--- src/rtl/game_state_ctrl.sv ---
// Game flow controller: menu, settings, countdown, play, pause and game-over sequencing.
// Every output is a register updated by the single state machine below.
module game_state_ctrl #(
  parameter int SCORE_W     = 4,
  parameter int WIN_SCORE   = 9,
  parameter int SPEED_W     = 4,
  parameter int SPEED_MIN   = 1,
  parameter int SPEED_MAX   = 8,
  parameter int SPEED_DEF   = 4,
  parameter int CD_FRAMES   = 180,
  parameter int OVER_FRAMES = 300
) (
  input  logic               clk,
  input  logic               reset,
  input  logic               frame_tick,
  input  logic               start_p,
  input  logic               setting_p,
  input  logic               back_p,
  input  logic               pause_p,
  input  logic               up_p,
  input  logic               down_p,
  input  logic               mode_p,
  input  logic [SCORE_W-1:0] score_p1,
  input  logic [SCORE_W-1:0] score_p2,
  output logic [2:0]         state,
  output logic               game_active,
  output logic               clear_scores,
  output logic [7:0]         cd_remain,
  output logic [1:0]         winner,
  output logic [SPEED_W-1:0] ball_speed,
  output logic               multi_ball
);

  // state     | meaning
  // S_MENU    | idle, waiting for start or settings
  // S_SETTING | adjust ball speed / multi-ball
  // S_COUNT   | pre-play countdown in frame ticks
  // S_PLAY    | match running, scores watched for a win
  // S_PAUSE   | match frozen, resumes without a countdown
  // S_OVER    | result shown for a fixed hold, then back to menu
  typedef enum logic [2:0] {
    S_MENU    = 3'd0,
    S_SETTING = 3'd1,
    S_COUNT   = 3'd2,
    S_PLAY    = 3'd3,
    S_PAUSE   = 3'd4,
    S_OVER    = 3'd5
  } state_t;

  localparam int HOLD_W = $clog2(OVER_FRAMES + 1);

  localparam logic [SCORE_W-1:0] WIN_S   = SCORE_W'(WIN_SCORE);
  localparam logic [SPEED_W-1:0] SPD_MIN = SPEED_W'(SPEED_MIN);
  localparam logic [SPEED_W-1:0] SPD_MAX = SPEED_W'(SPEED_MAX);
  localparam logic [SPEED_W-1:0] SPD_DEF = SPEED_W'(SPEED_DEF);
  localparam logic [7:0]         CD_LD   = 8'(CD_FRAMES);
  localparam logic [HOLD_W-1:0]  HOLD_LD = HOLD_W'(OVER_FRAMES);

  state_t            cur;
  logic [HOLD_W-1:0] hold;
  logic              p1_win;
  logic              p2_win;

  assign state  = cur;
  assign p1_win = (score_p1 >= WIN_S);
  assign p2_win = (score_p2 >= WIN_S);

  always_ff @(posedge clk) begin
    if (!reset) begin
      cur          <= S_MENU;
      game_active  <= 1'b0;
      clear_scores <= 1'b0;
      cd_remain    <= 8'd0;
      winner       <= 2'd0;
      ball_speed   <= SPD_DEF;
      multi_ball   <= 1'b0;
      hold         <= '0;
    end else begin
      clear_scores <= 1'b0;
      case (cur)
        S_MENU: begin
          if (start_p) begin
            cur          <= S_COUNT;
            cd_remain    <= CD_LD;
            clear_scores <= 1'b1;
            winner       <= 2'd0;
          end else if (setting_p) begin
            cur <= S_SETTING;
          end
        end
        S_SETTING: begin
          if (back_p) begin
            cur <= S_MENU;
          end else begin
            if (up_p && !down_p && ball_speed < SPD_MAX)
              ball_speed <= ball_speed + SPEED_W'(1);
            if (down_p && !up_p && ball_speed > SPD_MIN)
              ball_speed <= ball_speed - SPEED_W'(1);
            if (mode_p)
              multi_ball <= ~multi_ball;
          end
        end
        S_COUNT: begin
          if (back_p) begin
            cur       <= S_MENU;
            cd_remain <= 8'd0;
          end else if (frame_tick) begin
            if (cd_remain <= 8'd1) begin
              cur         <= S_PLAY;
              cd_remain   <= 8'd0;
              game_active <= 1'b1;
            end else begin
              cd_remain <= cd_remain - 8'd1;
            end
          end
        end
        S_PLAY: begin
          if (back_p) begin
            cur         <= S_MENU;
            game_active <= 1'b0;
          end else if (p1_win || p2_win) begin
            cur         <= S_OVER;
            game_active <= 1'b0;
            winner      <= {p2_win, p1_win};
            hold        <= HOLD_LD;
          end else if (pause_p) begin
            cur         <= S_PAUSE;
            game_active <= 1'b0;
          end
        end
        S_PAUSE: begin
          if (back_p) begin
            cur <= S_MENU;
          end else if (pause_p) begin
            cur         <= S_PLAY;
            game_active <= 1'b1;
          end
        end
        S_OVER: begin
          // rematch wins over an expiring hold in the same cycle
          if (back_p) begin
            cur  <= S_MENU;
            hold <= '0;
          end else if (start_p) begin
            cur          <= S_COUNT;
            cd_remain    <= CD_LD;
            clear_scores <= 1'b1;
            winner       <= 2'd0;
            hold         <= '0;
          end else if (frame_tick) begin
            if (hold <= HOLD_W'(1)) begin
              cur  <= S_MENU;
              hold <= '0;
            end else begin
              hold <= hold - HOLD_W'(1);
            end
          end
        end
        default: begin
          cur         <= S_MENU;
          game_active <= 1'b0;
          cd_remain   <= 8'd0;
          hold        <= '0;
        end
      endcase
    end
  end

endmodule

--- config.mk ---
export PLATFORM = sky130hd
export DESIGN_NAME = game_state_ctrl
export DESIGN_NICKNAME = d
export VERILOG_FILES = /design/src/rtl/game_state_ctrl.sv
export SDC_FILE = /design/constraint.sdc
export NUM_CORES = 1
export LEC_CHECK = 0
export BUFFER_PORTS_ARGS = -buffer_cell sky130_fd_sc_hd__buf_2
export CAP_MARGIN = 40
export CORE_MARGIN = 4
export CORE_UTILIZATION = 55
export CTS_CLUSTER_SIZE = 8
export DETAILED_ROUTE_END_ITERATION = 7
export PLACE_DENSITY = 0.79
export SYNTH_ARGS = -nofsm -noshare
export SYNTH_HDL_FRONTEND = slang
export SYNTH_SLANG_ARGS = --single-unit
--- constraint.sdc ---
create_clock -name clk -period 2.7 [get_ports clk]
set_input_delay 0.135 -clock clk [delete_from_list [all_inputs] [get_ports clk]]
set_output_delay 0.135 -clock clk [all_outputs]
set_load 0.01 [all_outputs]
# Word-level counts from Yosys, hierarchy flattened
# Cells that the tools add are included.
# word_totals
wordCells,112
reg_bits,29
out_inout_bits,20
input_bits,18
# op_classes
n_reduce_logical,20
n_mux,48
add_sub_neg,4
n_eq_ne,21
bitwise_logic,5
order_cmp,6
# op_table
operator,count
2-to-1 mux 9 bit,6
2-to-1 mux 3 bit,15
2-to-1 mux 8 bit,5
case mux 8 bit (4 select lines),1
case mux 9 bit (3 select lines),1
inequality test 2 bit (second input constant),9
case mux 3 bit (6 select lines),1
inequality test 3 bit (second input constant),4
inequality test 4 bit (second input constant),3
2-to-1 mux 1 bit,10
less-or-equal comparator 9 x 1 -> 1 bit (second input constant),1
AND reduction 3 bit,3
subtractor 9 x 1 -> 9 bit (second input constant),1
greater-or-equal comparator 4 bit (second input constant),2
less-or-equal comparator 8 x 1 -> 1 bit (second input constant),1
2-to-1 mux 2 bit,4
2-to-1 mux 4 bit,2
AND reduction 4 bit,2
AND reduction 8 bit,1
subtractor 8 x 1 -> 8 bit (second input constant),1
AND reduction 7 bit,1
equality test 3 x 2 -> 1 bit (second input constant),2
equality test 3 bit (second input constant),2
case mux 2 bit (3 select lines),1
other kinds (16),25

# Logic depth before layout (Yosys ltp)
# Gate-level depths: netlist of the first run.
# logic_depth
word_depth,6
mapped_depth,8
ltp_nobuf,7

# Worst setup path after synthesis of the first run
# Ideal clock, no wire load.
# synth_path
path_type,register to register
start,register cd_remain[0]
end,register cd_remain[0]
setup_time_ps,70
stages_incl_launch_ff,9
t_arrival_ps,1864
n_path_buf,1
setup_slack_ps,766
required_ps,2630
period_less_slack_ps,1934
cell_sequence,dfxtp_1 -> inv_1 -> ha_1 -> or2_0 -> and3_1 -> buf_6 -> or2_4 -> or3_1 -> a21boi_1
# synth_between
elab_chain_cells,5
elab_cells_between_ends,8
classes_between,add/sub (1); order compare (1); mux (6)
# synth_rtl
element,line,source
from (decl),28,"output logic [7:0] cd_remain,"
from (signal assigned),113,cd_remain <= cd_remain - 8'd1;
subtractor 8 x 1 -> 8 bit or less-or-equal comparator 8 x 1 -> 1 bit (tied branches),"113, 108",
2-to-1 mux 8 bit,108,if (cd_remain <= 8'd1) begin
2-to-1 mux 8 bit,107,end else if (frame_tick) begin
2-to-1 mux 8 bit,104,if (back_p) begin
case mux 8 bit (4 select lines) *,80,case (cur)
# Mark *: on every way between the ends. The rest lies on a longest branch, timed or not. The select of a mux whose other input is x is not followed.
# A chain may end at the register's enable or synchronous reset.

# Final worst setup path of the first run
# Ends and elaborated chain as after synthesis.

==> results of run 1 <==
-- final cells by class --
type / instances / area [um2]
multi-input combinational: 203 / 1290
inverter: 13 / 48.8
clock buffer: 8 / 48.8
timing repair buffer: 39 / 200
tap: 46 / 57.6
sequential: 29 / 581
fill: 300 / 1190
-- worst paths after layout --
path,to,slack (ns),startpoint
worst max-delay path,cd_remain[0],0.70,cd_remain[0]
worst min-delay path,winner[1],0.14,score_p2[3]
worst max register to register,cd_remain[0],0.70,cd_remain[0]
worst min register to register,winner[0],0.45,winner[0]
-- state kept, by name, summed over array words and instances, names as in the netlist --
name / count
state: 3
hold: 9
multi_ball: 1
clear_scores: 1
cd_remain: 8
ball_speed: 4
game_active: 1
winner: 2
-- cell families after synthesis --
group | count (synthesis) | share of synthesized area
buffers and inverters | 26 | 0.0579
multiplexers | 2 | 0.0101
XOR/XNOR | 4 | 0.0176
AND/OR/NAND/NOR | 104 | 0.287
AO/OA/AOI/OAI | 86 | 0.291
flip-flops | 29 | 0.292
adder cells (fa/ha/maj) | 7 | 0.0440
-- placed cells by master (no fill, tap or decap), types with 9 or more instances in the layout --
cell,n
o21ai_0,9
buf_2,37
nor3_1,15
o21ai_1,10
a21oi_1,14
nor2_1,21
dfxtp_1,29
inv_1,13
nand2_1,20
o22ai_1,9
-- power by group --
group	total, mW	switching [mW]	internal (mW)
registers	0.589	0.105	0.484
logic	0.709	0.406	0.303
clock network	0.246	0.143	0.104
total	1.55	0.654	0.891
-- stage by stage --
step	worst slack, ns	instances
final	0.702	338
after floorplan	0.766	258
after CTS	0.700	338
after global placement	0.788	330
after global routing	0.544	338
after detailed placement	0.727	330
-- layer usage --
layer,routed length (um),GRT usage,part of all wire,up-vias
met1,2160,0.281,0.47,886
met2,1970,0.333,0.43,75
met4,115,0.112,0.025,0
met3,358,0.0558,0.078,10
li1,-,-,-,1019
met5,0,0,0,-
-- synth_stat cells (2+ instances only) --
cell type	n	area [um2]
inv_1	13	48.8
o21bai_1	3	22.5
clkbuf_1	4	15.0
nor3b_1	5	37.5
and3_1	3	18.8
o31ai_1	4	30.0
nand3_1	5	25.0
a31oi_1	6	37.5
nor2b_1	4	25.0
nand2b_1	4	25.0
buf_2	8	40.0
nand2_1	20	75.1
nor2_1	21	78.8
and4bb_1	2	25.0
xnor2_1	3	26.3
o311a_1	2	20.0
o221a_1	2	22.5
o21ai_0	9	45.0
and2_1	4	25.0
o21ai_1	10	50.1
o2111a_1	2	22.5
o21a_1	5	37.5
nor3_1	15	75.1
or2_1	2	12.5
a21boi_1	7	52.6
and2b_1	2	15.0
or3_1	5	31.3
mux2i_1	2	20.0
o22ai_1	9	56.3
a21oi_1	14	70.1
ha_1	7	87.6
dfxtp_1	29	581
o31a_1	4	35.0
-- critical path: stages, from the launching register on --
cell	delay [ns]
dfxtp_1	0.43
inv_1	0.07
ha_1	0.24
or2_0	0.24
and3_1	0.23
or2_4	0.27
or3_1	0.31
a21boi_1	0.13
==> results.toml, run 1 <==
[synth]
syn-num-nets = 283
synth-seq-area-share = 0.292
avgSynthCellArea_um2 = 7.71
async_flop_share = 0
syn_area_mm2 = 0.00199
ys.flop_type = "dfxtp_1"
synthCells = 258
synth_cell_types = 56
ys_warn_count = 0
synth_seq_cells = 29
synth_edf_count = 0

[global_route]
gr-usage-all-layers = 0.218
grt_overflow = 0
grt_pass1_wl_mm = 7.61
grt_max_degree = 36
grt_antenna_before_repair = 0
first_global_vias = 1737

[placed_design]
io_buffers = 37
hpwlAfterDp_mm = 3.32
gp_congestion = 0.839
placed_area_mm2 = 0.00218

[clock_network]
cts_hold_buf = 0
htreeDepth = 2
clk_pin_slew_ns = 0.08
clock_latency_ns = 0.33
post-cts-setup-buffer-count = 0
clockBufferDepth = 2
cts_buffers = 5
clock_sinks = 29
cts_tree = "built"
cts-resized-gates = 0
clockRootBuffer = "clkbuf_4"

[critical_path]
crit_path_max_fanout = 8
critPathRequiredTime_ns = 2.96
arrival_ns = 2.26
end_kind = "flip-flop"
crit_type = "reg -> reg"
cp-start-kind = "flip-flop"
reg2reg_depth = 7

[cells_and_area]
area_growth_pct = 12.1
final_area_mm2 = 0.00223
final_core_util = 0.653
drive_gt1_frac = 0.164
finalNetCount = 316
diodes = 0

[timing]
slew_viol_final = 0
tns_ns = 0
skew_ns = 0.0124
hold_viol = 0
setup_viol = 0
worst_hold_slack_ns = 0.143
grt_setup_unrepaired = "false"
fin_crit_ns = 2.00
worst_pin_slew_ns = 0.664
maxSlewHeadroom = 0.557
max_clock_freq_ghz = 0.501
post-route-period-util = 0.740

[run_status]
status = "complete, no violations"

[routing]
wire_per_inst_um = 13.6
first_pass_iters = 4
via_count = 1990
drc = 0
drt-initial-drc-count = 222
wirelength_mm = 4.61
final_antenna_net_count = 0
vias_per_cell = 5.89

[worst_hold_path]
hold_path_class = "in -> reg"
worstHoldPathCells = 3

[pwr]
powerDensity_mw_per_mm2 = 693
total_power_mw = 1.55
ir_drop_mv = 0.498
p_leak_nw = 0.934

[floorplan]
num_io_pins = 38
core_mm2 = 0.00342
dieArea_mm2 = 0.00464
start_util = 0.582
fp.dieW_um = 68.1
die_h_um = 68.1
num_rows = 21

[job]
maxCapViolations = 0
Note: power is estimated with default switching activity, not from simulation.
==> run 2: changes to the inputs <==
clock period = 2.1 ns   (was 2.7 ns; I/O delays follow)
==> results.toml, run 2 (same netlist as run 1, synthesis figures left out) <==
[run_status]
status = "complete, no violations"

[clock_network]
clock_latency_ns = 0.33
cts_buffers = 5
cts-resized-gates = 0
clock_sinks = 29
clockRootBuffer = "clkbuf_4"
cts_tree = "built"
htreeDepth = 2
cts_hold_buf = 0
clk_pin_slew_ns = 0.08
clockBufferDepth = 2
post-cts-setup-buffer-count = 0

[cells_and_area]
largest_register_ffs = 9
top_regs = "hold x9, cd_remain x8, ball_speed x4"
final_common_cell = "buf_2"
final_cell_mix = "buf_2, dfxtp_1, nor2_1, nand2_1, nor3_1"
regMostFlops = "hold"
area_growth_pct = 13.8
diodes = 0
num-fill-cells = 318
finalNetCount = 321
drive_gt1_frac = 0.190

[routing]
drc = 0
wire_per_inst_um = 13.7
vias_per_cell = 5.95
drt-initial-drc-count = 143
final_antenna_net_count = 0
wirelength_mm = 4.69
first_pass_iters = 4
via_count = 2030

[pwr]
powerDensity_mw_per_mm2 = 884
p_leak_nw = 0.959
ir_drop_mv = 0.634

[timing]
fin_crit_ns = 1.94
layout_setup_ws_ns = 0.163
worst_pin_slew_ns = 0.473
slew_viol_final = 0
setup_viol = 0
grt_setup_unrepaired = "false"
hold_viol = 0
maxSlewHeadroom = 0.683
skew_ns = 0.00984
tns_ns = 0
max_clock_freq_ghz = 0.516
post-route-period-util = 0.923

[floorplan]
fp.dieW_um = 68.1
dieArea_mm2 = 0.00464
num_rows = 21
num_io_pins = 38
start_util = 0.582
die_h_um = 68.1
core_mm2 = 0.00342

[global_route]
first_global_vias = 1770
grt_max_degree = 23
grt_pass1_wl_mm = 7.65
grt_overflow = 0
gr-usage-all-layers = 0.214
grt_antenna_before_repair = 0

[critical_path]
crit_type = "reg -> reg"
critPathRequiredTime_ns = 2.35
end_kind = "flip-flop"
crit_path_max_fanout = 8
reg2reg_depth = 7
timing.rr.end = "cd_remain[0]"
r2r-start = "cd_remain[1]"
cp-start-kind = "flip-flop"
cp-startpoint = "cd_remain[1]"
arrival_ns = 2.19
r2r_slack_ns = 0.16

[worst_hold_path]
worstHoldPathCells = 3
hold_end = "winner[0]"
hold_path_class = "in -> reg"
min_from = "score_p1[3]"

[placed_design]
gp_congestion = 0.876
dp_slack_ns = 0.105
io_buffers = 37
hpwlAfterDp_mm = 3.41

[job]
maxCapViolations = 0
==> run 2: cell types whose count changed in the layout (fill, tap and decap cells not counted), sizes merged <==
cell and delta:
buf +5, clkbuf -3, clkinv +1
==> run 2: metal layers <==
| layer | vias up | part of all wire | GRT usage |
|---|---|---|---|
| met2 | 60 | 0.45 | 0.362 |
| li1 | 1026 | - | - |
| met5 | - | 0 | 0 |
| met3 | 9 | 0.068 | 0.0509 |
| met4 | 0 | 0.013 | 0.0769 |
| met1 | 935 | 0.47 | 0.264 |
==> run 2: layout make-up <==
class | count | area, um2 | area share
clock buffer | 5 | 37.5 | 0.0166
inverter | 13 | 48.8 | 0.0216
multi-input combinational | 203 | 1290 | 0.572
timing repair buffer | 44 | 238 | 0.105
tap | 46 | 57.6 | 0.0254
clock inverter | 1 | 5.00 | 0.00221
sequential | 29 | 582 | 0.257
==> run 2: critical path: stages, from the launching register on <==
cell	delay [ns]
dfxtp_1	0.38
inv_1	0.07
ha_1	0.22
or2_0	0.25
and3_2	0.25
or2_4	0.26
or3_1	0.31
a21boi_1	0.13
==> run 2: power breakdown <==
part           leakage, nW  switching, mW  internal (mW)
combinational        0.696          0.556          0.411
sequential           0.236          0.109          0.623
clock               0.0269          0.188          0.116
==> run 2: how the worst max path moves through the flow <==
stage          cells after the start      endpoint
6_report                           7  cd_remain[0]
5_1_grt                            7  cd_remain[1]
3_5_place_dp                       7  cd_remain[1]
4_1_cts                            7  cd_remain[1]
3_3_place_gp                       7  cd_remain[1]
2_1_floorplan                      8  cd_remain[0]
==> run 2: through the flow <==
step / utilization / std cells / power (mW) / hold slack (ns) / cell area [um2]
3_5_place_dp: 0.649 / 335 / 1.70 / 0.437 / 2220
6_report: 0.663 / 341 / 2.00 / 0.103 / 2260
3_3_place_gp: 0.649 / 335 / 1.68 / 0.439 / 2220
2_1_floorplan: - / 258 / 1.46 / 0.266 / 1990
5_1_grt: 0.663 / 341 / 2.16 / 0.114 / 2260
4_1_cts: 0.662 / 341 / 2.01 / 0.0906 / 2260
